**config.mk**
```make
export PLATFORM = sky130hd
export DESIGN_NAME = ps2_kbd_rx
export DESIGN_NICKNAME = d
export VERILOG_FILES = /design/src/rtl/ps2_kbd_rx.sv
export SDC_FILE = /design/constraint.sdc
export NUM_CORES = 1
export LEC_CHECK = 0
export CORE_ASPECT_RATIO = 1.75
export CORE_MARGIN = 1
export CORE_UTILIZATION = 50
export DETAILED_ROUTE_END_ITERATION = 6
export PLACE_DENSITY_LB_ADDON = 0.25
export SLEW_MARGIN = 20
export SYNTH_ARGS = -nofsm -noshare
export SYNTH_HDL_FRONTEND = slang
export SYNTH_SLANG_ARGS = --single-unit
```
**constraint.sdc**
```tcl
create_clock -name clk_sys -period 2.3 [get_ports clk_sys]
set_clock_uncertainty 0.1 [all_clocks]
set_input_delay 0.345 -clock clk_sys [delete_from_list [all_inputs] [get_ports clk_sys]]
set_output_delay 0.345 -clock clk_sys [all_outputs]
set_load 0.02 [all_outputs]
```
**src/rtl/ps2_kbd_rx.sv**
```systemverilog
// ps2_kbd_rx: PS/2 keyboard receiver with set-2 E0/F0 prefix decode and modifier tracking.
// Optional parity checking when PS2_RX_PARITY_CHECK_EN is defined.
//
// Ports:
//   clk_sys, reset                system clock, synchronous active-high reset
//   ps2_clk, ps2_data             PS/2 link inputs (asynchronous; clock idles high)
//   rx_data/rx_valid/rx_err       raw byte, 1-cycle valid pulse, 1-cycle error pulse
//   key_code/key_ext/key_released decoded key event, qualified by key_strobe
//   key_mods                      {alt, ctrl, rshift, lshift} currently held
module ps2_kbd_rx #(
    parameter int FILT    = 4,
    parameter int TIMEOUT = 2000
) (
    input  logic       clk_sys,
    input  logic       reset,
    input  logic       ps2_clk,
    input  logic       ps2_data,
    output logic [7:0] rx_data,
    output logic       rx_valid,
    output logic       rx_err,
    output logic [7:0] key_code,
    output logic       key_ext,
    output logic       key_released,
    output logic       key_strobe,
    output logic [3:0] key_mods
);

    localparam int FW = (FILT > 1) ? $clog2(FILT) : 1;
    localparam logic [FW-1:0] FCNT_MAX = FW'(FILT - 1);
    localparam logic [10:0]   TMO_LIM  = 11'(TIMEOUT - 1);

    localparam logic [1:0] S_IDLE = 2'd0;
    localparam logic [1:0] S_DATA = 2'd1;
    localparam logic [1:0] S_PAR  = 2'd2;
    localparam logic [1:0] S_STOP = 2'd3;

    logic [1:0]    clk_s_q, dat_s_q;
    logic          flt_q, flt_d;
    logic [FW-1:0] fcnt_q, fcnt_d;
    logic [1:0]    state_q, state_d;
    logic [2:0]    bcnt_q, bcnt_d;
    logic [7:0]    shift_q, shift_d;
    logic [10:0]   tmr_q, tmr_d;
`ifdef PS2_RX_PARITY_CHECK_EN
    logic          par_q, par_d;
`endif
    logic [7:0]    rxd_q, rxd_d;
    logic          rxv_q, rxv_d;
    logic          rxe_q, rxe_d;
    logic          extp_q, extp_d;
    logic          relp_q, relp_d;
    logic [7:0]    kc_q, kc_d;
    logic          kext_q, kext_d;
    logic          krel_q, krel_d;
    logic          kstb_q, kstb_d;
    logic [3:0]    mods_q, mods_d;

    logic sclk, sdat, fall, tout, acc, ferr;

    assign sclk = clk_s_q[1];
    assign sdat = dat_s_q[1];

    // The filtered level flips only after FILT consecutive differing samples;
    // the falling edge is that flip from 1 to 0.
    always_comb begin
        flt_d  = flt_q;
        fcnt_d = '0;
        if (sclk != flt_q) begin
            if (fcnt_q == FCNT_MAX) flt_d = sclk;
            else                    fcnt_d = fcnt_q + 1'b1;
        end
    end

    assign fall = flt_q & ~sclk & (fcnt_q == FCNT_MAX);
    assign tout = (state_q != S_IDLE) && (tmr_q == TMO_LIM);

    always_comb begin
        state_d = state_q;
        bcnt_d  = bcnt_q;
        shift_d = shift_q;
        tmr_d   = tmr_q;
`ifdef PS2_RX_PARITY_CHECK_EN
        par_d   = par_q;
`endif
        acc     = 1'b0;
        ferr    = 1'b0;
        if (state_q == S_IDLE) tmr_d = '0;
        else if (fall)         tmr_d = '0;
        else                   tmr_d = tmr_q + 11'd1;
        // Timeout takes priority over a coincident edge.
        if (tout) begin
            state_d = S_IDLE;
            tmr_d   = '0;
            ferr    = 1'b1;
        end else if (fall) begin
            case (state_q)
                S_IDLE: begin
                    if (!sdat) begin
                        state_d = S_DATA;
                        bcnt_d  = '0;
`ifdef PS2_RX_PARITY_CHECK_EN
                        par_d   = 1'b0;
`endif
                    end
                end
                S_DATA: begin
                    shift_d = {sdat, shift_q[7:1]};
                    bcnt_d  = bcnt_q + 3'd1;
                    if (bcnt_q == 3'd7) state_d = S_PAR;
                end
                S_PAR: begin
`ifdef PS2_RX_PARITY_CHECK_EN
                    par_d   = sdat;
`endif
                    state_d = S_STOP;
                end
                default: begin
                    state_d = S_IDLE;
`ifdef PS2_RX_PARITY_CHECK_EN
                    if (sdat && (^{shift_q, par_q})) acc  = 1'b1;
                    else                             ferr = 1'b1;
`else
                    if (sdat) acc  = 1'b1;
                    else      ferr = 1'b1;
`endif
                end
            endcase
        end
    end

    always_comb begin
        rxv_d = acc;
        rxe_d = ferr;
        rxd_d = acc ? shift_q : rxd_q;
    end

    // Prefix decode and modifier tracking, one cycle behind rx_valid.
    always_comb begin
        extp_d = extp_q;
        relp_d = relp_q;
        kc_d   = kc_q;
        kext_d = kext_q;
        krel_d = krel_q;
        kstb_d = 1'b0;
        mods_d = mods_q;
        if (rxe_q) begin
            extp_d = 1'b0;
            relp_d = 1'b0;
        end else if (rxv_q) begin
            case (rxd_q)
                8'hE0: extp_d = 1'b1;
                8'hF0: relp_d = 1'b1;
                default: begin
                    kc_d   = rxd_q;
                    kext_d = extp_q;
                    krel_d = relp_q;
                    kstb_d = 1'b1;
                    extp_d = 1'b0;
                    relp_d = 1'b0;
                    case (rxd_q)
                        8'h12:   mods_d[0] = ~relp_q;
                        8'h59:   mods_d[1] = ~relp_q;
                        8'h14:   mods_d[2] = ~relp_q;
                        8'h11:   mods_d[3] = ~relp_q;
                        default: mods_d    = mods_q;
                    endcase
                end
            endcase
        end
    end

    always_ff @(posedge clk_sys) begin
        if (reset) begin
            clk_s_q <= 2'b11;
            dat_s_q <= 2'b11;
            flt_q   <= 1'b1;
            fcnt_q  <= '0;
            state_q <= S_IDLE;
            bcnt_q  <= '0;
            shift_q <= '0;
            tmr_q   <= '0;
`ifdef PS2_RX_PARITY_CHECK_EN
            par_q   <= 1'b0;
`endif
            rxd_q   <= '0;
            rxv_q   <= 1'b0;
            rxe_q   <= 1'b0;
            extp_q  <= 1'b0;
            relp_q  <= 1'b0;
            kc_q    <= '0;
            kext_q  <= 1'b0;
            krel_q  <= 1'b0;
            kstb_q  <= 1'b0;
            mods_q  <= '0;
        end else begin
            clk_s_q <= {clk_s_q[0], ps2_clk};
            dat_s_q <= {dat_s_q[0], ps2_data};
            flt_q   <= flt_d;
            fcnt_q  <= fcnt_d;
            state_q <= state_d;
            bcnt_q  <= bcnt_d;
            shift_q <= shift_d;
            tmr_q   <= tmr_d;
`ifdef PS2_RX_PARITY_CHECK_EN
            par_q   <= par_d;
`endif
            rxd_q   <= rxd_d;
            rxv_q   <= rxv_d;
            rxe_q   <= rxe_d;
            extp_q  <= extp_d;
            relp_q  <= relp_d;
            kc_q    <= kc_d;
            kext_q  <= kext_d;
            krel_q  <= krel_d;
            kstb_q  <= kstb_d;
            mods_q  <= mods_d;
        end
    end

    assign rx_data      = rxd_q;
    assign rx_valid     = rxv_q;
    assign rx_err       = rxe_q;
    assign key_code     = kc_q;
    assign key_ext      = kext_q;
    assign key_released = krel_q;
    assign key_strobe   = kstb_q;
    assign key_mods     = mods_q;

endmodule

```
==> summary.txt, run 1 <==
Clock network
  • CTS Hold Buffers Added: 0
  • Clock Sink Count: 58
  • Maximum root-to-sink buffer count: 2
  • Post_cts resized: 0
  • CTS tree: yes
  • Worst-path clk slew: 0.06 ns
  • Clock buffer count from CTS: 9
  • Root Driver: clkbuf_8
  • H-tree levels: 3
  • # Post-CTS Setup Buffers: 0
  • Clk Latency, worst-skew pair: 0.33 ns

Die
  • Core Footprint: 4670 sq um
  • Die width: 54.5 microns
  • Die area: 5110 sq um
  • Starting density of the core: 0.516
  • Row cnt: 33
  • I/O pin cnt: 29
  • Die Span Y: 93.8 microns

Global route
  • Vias in the first global route: 1708
  • Largest net degree at the start of global routing: 22
  • GRT Overall Usage: 0.205
  • First-pass GRT wire length: 7.53 mm
  • Initial antenna violation count: 0
  • Congestion Overflow GR: 0

Finish
  • Most frequent cells in the layout: dfxtp_1 (58), mux2i_1 (30), clkdlybuf4s50_1 (28)
  • Layout net count: 297
  • Share of cells above drive strength 1: 0.131
  • Number of diodes: 0
  • Leading cell type in the layout, fill and taps excluded: dfxtp_1
  • Layout area overhead: 23.9%
  • Util after Layout: 0.639

Critical path
  • Crit path buf inv count: 2
  • RR Startpoint: state_q[0]
  • CP Launch Point: state_q[0]
  • Crit start category: register
  • Slowest-stage cell, CP: or4_1
  • Critical setup path kind: reg -> reg
  • Worst setup EP type: register
  • Delay of the slowest critical-path stage: 0.43 ns
  • CP cell instances: inv_1 -> ha_1 -> nand2b_1 -> or4_1 -> nand4_1 -> buf_4 -> mux2i_1
  • Critical path arrival: 2.29 ns
  • CP required: 2.45 ns
  • CP top delay family: simple AND/OR/NAND/NOR gates
  • Crit Path Max Fanout: 9

Min path
  • Hold crit path type: reg -> reg
  • Hold_sp: dat_s_q[0]

Timing
  • Tmin final: 2.14 ns
  • Final hold viol count: 0
  • Worst Tran Pin Value: 0.795 ns
  • Final Setup Violations: 0
  • Highest clock rate: 467 MHz
  • Slack of the critical path: 0.159 ns
  • Max transition margin: 0.470
  • Final Max Tran Viols: 0
  • Setup TNS: 0 ns
  • Setup repair after global routing missed its margin: false
  • Tcrit/Tclk final: 0.931

Yosys
  • Syn Nets: 258
  • Register area share after synthesis: 0.482
  • Post-synth top area share: 0.482
  • Synth area leaders: dfxtp_1 (48%), mux2i_1 (12%), ha_1 (4.7%)
  • Post-Syn Instances: 245
  • Synthesized area: 2410 sq um
  • Most used flip-flop cell after synthesis: dfxtp_1
  • Synth cell types: 42
  • Yosys reg bits: 58
  • Avg Cell Area, Syn: 9.83 sq um
  • Post-synth EDFFs: 0
  • Synth area leader: dfxtp_1
  • FFs w/ async S/R, synth: 0
  • Syn. warnings: 0

Route
  • Via Count: 1836
  • Met2 WL: 2.55 mm
  • Drt total wl: 4.58 mm
  • Met1 wire length: 1.82 mm
  • DR pass1 iterations: 6
  • WL met3: 136 microns
  • Final ANT Viol Nets: 0
  • WL/cell: 13.4 microns
  • Top Layer Used: met4
  • Starting DRT DRC Count: 16
  • Remaining DRCs: 0
  • Via/cell ratio: 5.38

Placed design
  • Dpl ws: 0.151 ns
  • IO Port Bufs: 28
  • Post-DP HPWL: 3.39 mm
  • Routability congestion estimate: 0.786

Run
  • Max-cap viol count: 0

Pwr
  • Peak VDD IR: 0.543 mV
  • Power per cell area: 667 nW/um^2
  • Pleak: 1.28 nW

Run status
  • Status: finished, final reports clean
==> per-stage QoR <==
step	total power, W	cells	hold slack (ns)	area, sq um
4_1_cts	0.00202	341	0.321	2980
5_1_grt	0.00206	341	0.325	2980
3_3_place_gp	0.00106	325	0.298	2780
2_1_floorplan	0.00105	245	0.289	2410
6_report	0.00199	341	0.315	2980
3_5_place_dp	0.00106	325	0.303	2780
==> worst paths after layout <==
path | end | slack (ns) | cells after the start
setup reg to reg | rx_data[4] | 0.16 | 7
hold / removal | dat_s_q[1] | 0.31 | 1
hold reg to reg | dat_s_q[1] | 0.31 | 1
setup / recovery | rx_data[4] | 0.16 | 7
==> Yosys cell counts, types with 2 or more instances <==
library cell  number
a211o_1            2
a21oi_1            8
clkbuf_1           7
dfxtp_1           58
ha_1               9
inv_1             10
mux2i_1           30
nand2_1           26
nand2b_1           3
nand3_1            6
nand4_1            3
nor2_1            27
nor3_1             6
nor4_1             3
o211ai_1           2
o21ai_0            3
o311ai_1           2
o41ai_1            2
or2_2              5
or3_1              2
or3b_1             2
or4_1              3
xnor2_1            7
==> routing by layer <==
layer	vias up	track usage
met5	-	0
met4	0	0.103
met3	6	0.0680
met2	36	0.360
met1	864	0.201
li1	930	-
==> where the power goes <==
group	leakage [nW]	internal (W)	switching, W
clock network	0.0986	0.000557	0.000392
logic	0.710	0.0000132	0.0000185
registers	0.468	0.00101	0.00000164
==> state kept, by name (all words and copies together) (netlist names) <==
signal / count
bcnt_q: 3
clk_s_q: 2
dat_s_q: 2
extp_q: 1
fcnt_q: 2
flt_q: 1
key_code: 8
key_ext: 1
key_mods: 4
key_released: 1
key_strobe: 1
relp_q: 1
rx_data: 8
rx_err: 1
rx_valid: 1
shift_q: 8
state_q: 2
tmr_q: 11
==> area by class of cell <==
type | instances | area, sq um
Inverter | 11 | 41.3
Clock buffer | 12 | 155
Tap cell | 52 | 65.1
Multi-Input combinational cell | 166 | 1150
Clock inverter | 4 | 50.0
Timing Repair Buffer | 38 | 355
Fill cell | 407 | 1680
Sequential cell | 58 | 1160
==> cell families (layout without fill, tap and decap cells) <==
group / Yosys count / count (layout) / share of synthesized area
compound gates: 23 / 23 / 0.0676
mux: 30 / 30 / 0.125
simple gates: 96 / 96 / 0.212
xor+xnor: 8 / 8 / 0.0291
fa+ha+maj: 9 / 9 / 0.0468
buf+inv: 21 / 65 / 0.0379
flops: 58 / 58 / 0.482
(Power assumes the default switching activity.)
==> run 2: changes to the inputs <==
--- a/config.mk
+++ b/config.mk
@@ -6,8 +6,8 @@
 export NUM_CORES = 1
 export LEC_CHECK = 0
 export CORE_ASPECT_RATIO = 1.75
-export CORE_MARGIN = 1
-export CORE_UTILIZATION = 50
+export CORE_MARGIN = 5
+export CORE_UTILIZATION = 30
 export DETAILED_ROUTE_END_ITERATION = 6
 export PLACE_DENSITY_LB_ADDON = 0.25
 export SLEW_MARGIN = 20
==> run 2 against run 1 <==
Via count grew 0.82%. Utilization is 24 points lower. Clock-buffer cell count shrank 1. Sequential power hardly changed. Wire length is 9.7% higher. Critical path type unchanged. Critical endpoint is now rx_data[2]. Largest power group is now the clock network.
==> summary.txt, run 2 (same netlist as run 1, synthesis figures left out) <==
Run status
  • Status: finished, final reports clean

Timing
  • Highest clock rate: 488 MHz
  • Slack of the critical path: 0.249 ns
  • Max transition margin: 0.667
  • Worst Tran Pin Value: 0.494 ns
  • Tmin final: 2.05 ns
  • Final hold viol count: 0
  • Tcrit/Tclk final: 0.892
  • Final Setup Violations: 0
  • Setup repair after global routing missed its margin: false
  • Final Max Tran Viols: 0
  • Setup TNS: 0 ns

Global route
  • First-pass GRT wire length: 8.78 mm
  • Initial antenna violation count: 0
  • Congestion Overflow GR: 0
  • Largest net degree at the start of global routing: 29
  • Vias in the first global route: 1875
  • GRT Overall Usage: 0.112

Finish
  • Leading cell type in the layout, fill and taps excluded: dfxtp_1
  • Share of cells above drive strength 1: 0.138
  • Fin cells: 380
  • Layout net count: 298
  • Most frequent cells in the layout: dfxtp_1 (58), mux2i_1 (30), clkdlybuf4s50_1 (28)
  • Number of diodes: 0
  • Finished Cell Area: 3150 sq um
  • Top reg by flops: tmr_q
  • Layout area overhead: 30.9%
  • Max reg flops: 11

Route
  • Via/cell ratio: 4.87
  • Final ANT Viol Nets: 0
  • DR pass1 iterations: 4
  • Drt total wl: 5.03 mm
  • Remaining DRCs: 0
  • WL/cell: 13.2 microns
  • Starting DRT DRC Count: 140
  • Via Count: 1851

Critical path
  • Worst setup EP type: register
  • Crit start category: register
  • RR Startpoint: tmr_q[0]
  • Delay of the slowest critical-path stage: 0.54 ns
  • CP cell instances: ha_1 -> nand4b_2 -> or4_1 -> nand4_1 -> buf_4 -> mux2i_1
  • Crit path buf inv count: 1
  • Critical setup path kind: reg -> reg
  • Crit Path Max Fanout: 9
  • Critical path arrival: 2.20 ns
  • CP required: 2.45 ns
  • CP top delay family: simple AND/OR/NAND/NOR gates
  • Slowest-stage cell, CP: or4_1
  • CP Launch Point: tmr_q[0]

Clock network
  • Maximum root-to-sink buffer count: 2
  • # Post-CTS Setup Buffers: 0
  • H-tree levels: 3
  • Clock Sink Count: 58
  • Clk Latency, worst-skew pair: 0.33 ns
  • CTS tree: yes
  • Clock buffer count from CTS: 9
  • Root Driver: clkbuf_16
  • CTS Hold Buffers Added: 0
  • Worst-path clk slew: 0.05 ns
  • Post_cts resized: 0

Die
  • Die Span Y: 129 microns
  • Die area: 9990 sq um
  • Core Footprint: 7910 sq um
  • I/O pin cnt: 29
  • Starting density of the core: 0.304
  • Row cnt: 43
  • Die width: 77.7 microns

Run
  • Max-cap viol count: 0

Pwr
  • Switch Pwr: 0.000470 W
  • Tot Pwr: 0.00238 W
  • P_int: 0.00191 W
  • Switch share: 0.197
  • Pleak: 1.34 nW
  • Clock power frac: 0.562
  • Share of power burned in registers: 0.425
  • Combinational fraction of design power: 0.013
  • Peak VDD IR: 0.364 mV
  • Power per cell area: 756 nW/um^2

Placed design
  • Dpl ws: 0.274 ns
  • Dpl cells: 364
  • Routability congestion estimate: 0.764
  • Post-DP HPWL: 3.66 mm
  • IO Port Bufs: 28
  • Placed cell areas: 2850 sq um

Min path
  • Hold crit path type: reg -> reg
  • Hold_sp: clk_s_q[0]
[run 2: cell types whose count changed in the layout (fill, tap and decap cells not counted)]
cell and delta:
clkinv_2 +2, buf_12 +1, clkbuf_16 +9, clkbuf_1 -1
clkinvlp_4 -1, clkbuf_8 -9
[run 2: final cells by class]
type,instances,area [sq um]
inverter,11,41.3
fill,808,4760
timing repair buffer,39,375
clock inverter,5,52.6
tap,90,113
clock buffer,11,253
multi-input combinational,166,1150
sequential,58,1160
[run 2: final timing paths]
kind | slack, ns | endpoint | cells past startpoint
hold reg to reg | 0.30 | clk_s_q[1] | 1
setup reg to reg | 0.25 | rx_data[2] | 6
setup / recovery | 0.25 | rx_data[2] | 6
hold / removal | 0.30 | clk_s_q[1] | 1
[run 2: power groups by stage]
| stage | Combinational (W) | Sequential (W) | Clock (W) |
|---|---|---|---|
| after floorplan | 0.0000191 | 0.00103 | 0 |
| after global placement | 0.0000323 | 0.00103 | 0 |
| after detailed placement | 0.0000320 | 0.00103 | 0 |
| after CTS | 0.0000322 | 0.00101 | 0.00138 |
| after global routing | 0.0000353 | 0.00101 | 0.00144 |
| final | 0.0000315 | 0.00101 | 0.00134 |
[run 2: stage by stage]
| stage | utilization | hold slack [ns] |
|---|---|---|
| global placement | 0.360 | 0.291 |
| finish | 0.398 | 0.304 |
| CTS | 0.398 | 0.305 |
| floorplan | - | 0.289 |
| detailed placement | 0.360 | 0.293 |
| global route | 0.398 | 0.325 |
[run 2: layer usage]
| layer | GRT usage | vias to the layer above | wire length [microns] |
|---|---|---|---|
| met3 | 0.0399 | 10 | 318 |
| li1 | - | 932 | - |
| met2 | 0.198 | 49 | 2710 |
| met1 | 0.112 | 860 | 1880 |
| met5 | 0 | - | 0 |
| met4 | 0.0607 | 0 | 114 |
==> run 3: changes to the inputs <==
--- a/config.mk
+++ b/config.mk
@@ -7,7 +7,7 @@
 export LEC_CHECK = 0
 export CORE_ASPECT_RATIO = 1.75
 export CORE_MARGIN = 5
-export CORE_UTILIZATION = 30
+export CORE_UTILIZATION = 54
 export DETAILED_ROUTE_END_ITERATION = 6
 export PLACE_DENSITY_LB_ADDON = 0.25
 export SLEW_MARGIN = 20
==> run 3 against run 2 <==
Die area shrank 40%. Via count shrank 2.3%. Global-route usage grew 6.7 points. Register-to-register slack lost 0.03 ns. Critical path depth grew 1. Highest routed layer unchanged. Wire length shrank 8.0%. Non-clock buffer count shrank 6. Sequential power is essentially flat. Critical endpoint is now rx_data[4]. Flip-flop and latch count is the same.
==> summary.txt, run 3 (same netlist as run 1, synthesis figures left out) <==
Timing
  • Final Setup Violations: 0
  • Tmin final: 2.08 ns
  • Tcrit/Tclk final: 0.906
  • Setup repair after global routing missed its margin: false
  • Max transition margin: 0.593
  • Setup TNS: 0 ns
  • Final hold viol count: 0
  • Worst Tran Pin Value: 0.609 ns
  • Final Max Tran Viols: 0
  • Highest clock rate: 480 MHz

Clock network
  • Clock buffer count from CTS: 9
  • CTS tree: yes
  • Post_cts resized: 0
  • CTS Hold Buffers Added: 0
  • Clk Latency, worst-skew pair: 0.32 ns
  • Root Driver: clkbuf_8
  • Clock Sink Count: 58
  • H-tree levels: 3
  • Maximum root-to-sink buffer count: 2
  • # Post-CTS Setup Buffers: 0
  • Worst-path clk slew: 0.06 ns

Die
  • Die area: 5950 sq um
  • Row cnt: 32
  • Starting density of the core: 0.552
  • I/O pin cnt: 29
  • Die width: 60.5 microns
  • Die Span Y: 98.3 microns
  • Core Footprint: 4360 sq um

Finish
  • Layout net count: 292
  • Util after Layout: 0.671
  • Top reg by flops: tmr_q
  • Finished Cell Area: 2930 sq um
  • Most frequent cells in the layout: dfxtp_1 (58), mux2i_1 (30), clkdlybuf4s50_1 (28)
  • Layout area overhead: 21.7%
  • Number of diodes: 0
  • Leading cell type in the layout, fill and taps excluded: dfxtp_1
  • Share of cells above drive strength 1: 0.113
  • Fin cells: 333
  • Max reg flops: 11

Global route
  • Congestion Overflow GR: 0
  • Initial antenna violation count: 0
  • First-pass GRT wire length: 8.11 mm
  • Vias in the first global route: 1805
  • GRT Overall Usage: 0.179
  • Largest net degree at the start of global routing: 22

Critical path
  • Crit path buf inv count: 2
  • Crit Path Max Fanout: 9
  • R2R cell count: 7
  • CP cell instances: inv_1 -> ha_1 -> nand2b_1 -> or4_1 -> nand4_1 -> buf_4 -> mux2i_1
  • Crit start category: register
  • Total stage count of the critical path: 7
  • Critical setup path kind: reg -> reg
  • CP top delay family: simple AND/OR/NAND/NOR gates
  • Delay of the slowest critical-path stage: 0.42 ns
  • Critical path arrival: 2.23 ns
  • Slowest-stage cell, CP: or4_1
  • CP required: 2.45 ns
  • Worst setup EP type: register

Run status
  • Status: finished, final reports clean

Route
  • Final ANT Viol Nets: 0
  • Via Count: 1809
  • DR pass1 iterations: 4
  • Remaining DRCs: 0
  • Starting DRT DRC Count: 63
  • WL/cell: 13.9 microns
  • Via/cell ratio: 5.43
  • Drt total wl: 4.62 mm

Pwr
  • Tot Pwr: 0.00194 W
  • Pleak: 1.25 nW
  • Power per cell area: 662 nW/um^2
  • Peak VDD IR: 0.524 mV

Run
  • Max-cap viol count: 0

Min path
  • Worst hold path depth: 1
  • Hold crit path type: reg -> reg

Placed design
  • Placed cell areas: 2740 sq um
  • Routability congestion estimate: 0.772
  • IO Port Bufs: 28
  • Post-DP HPWL: 3.43 mm
  • Dpl cells: 319
## run 3: cell count changes in the layout (fill, tap and decap cells not counted), sizes merged
cell	previous run	this run
buf	11	5
clkinv	3	2
clkinvlp	1	0
## run 3: stage by stage
stage	setup slack, ns	hold slack, ns
after floorplan	0.341	0.289
after global placement	0.323	0.292
after detailed placement	0.241	0.295
after CTS	0.215	0.309
after global routing	0.0455	0.334
final	0.217	0.308
## run 3: worst paths after layout
path / from / to / slack [ns]
worst min register to register: clk_s_q[0] / clk_s_q[1] / 0.31
worst max register to register: state_q[0] / rx_data[4] / 0.22
worst min-delay path: clk_s_q[0] / clk_s_q[1] / 0.31
worst max-delay path: state_q[0] / rx_data[4] / 0.22
## run 3: cell type report
| cell class | count | area, sq um |
|---|---|---|
| clock buffer | 11 | 151 |
| tap | 51 | 63.8 |
| multi-input combinational | 166 | 1150 |
| fill | 364 | 1430 |
| inverter | 11 | 41.3 |
| clock inverter | 3 | 40.0 |
| sequential | 58 | 1160 |
| timing repair buffer | 33 | 318 |
## run 3: where the power goes
part	switching (W)	internal, W	total, W	leakage (nW)
clock	0.000358	0.000543	0.000901	0.101
sequential	0.00000189	0.00101	0.00101	0.468
combinational	0.0000181	0.0000120	0.0000301	0.682
## run 3: metal layers
layer,global-route usage,share of wire,vias up
li1,-,-,920
met1,0.187,0.38,839
met2,0.306,0.55,36
met3,0.0423,0.043,14
met4,0.110,0.031,0
met5,0,0,-
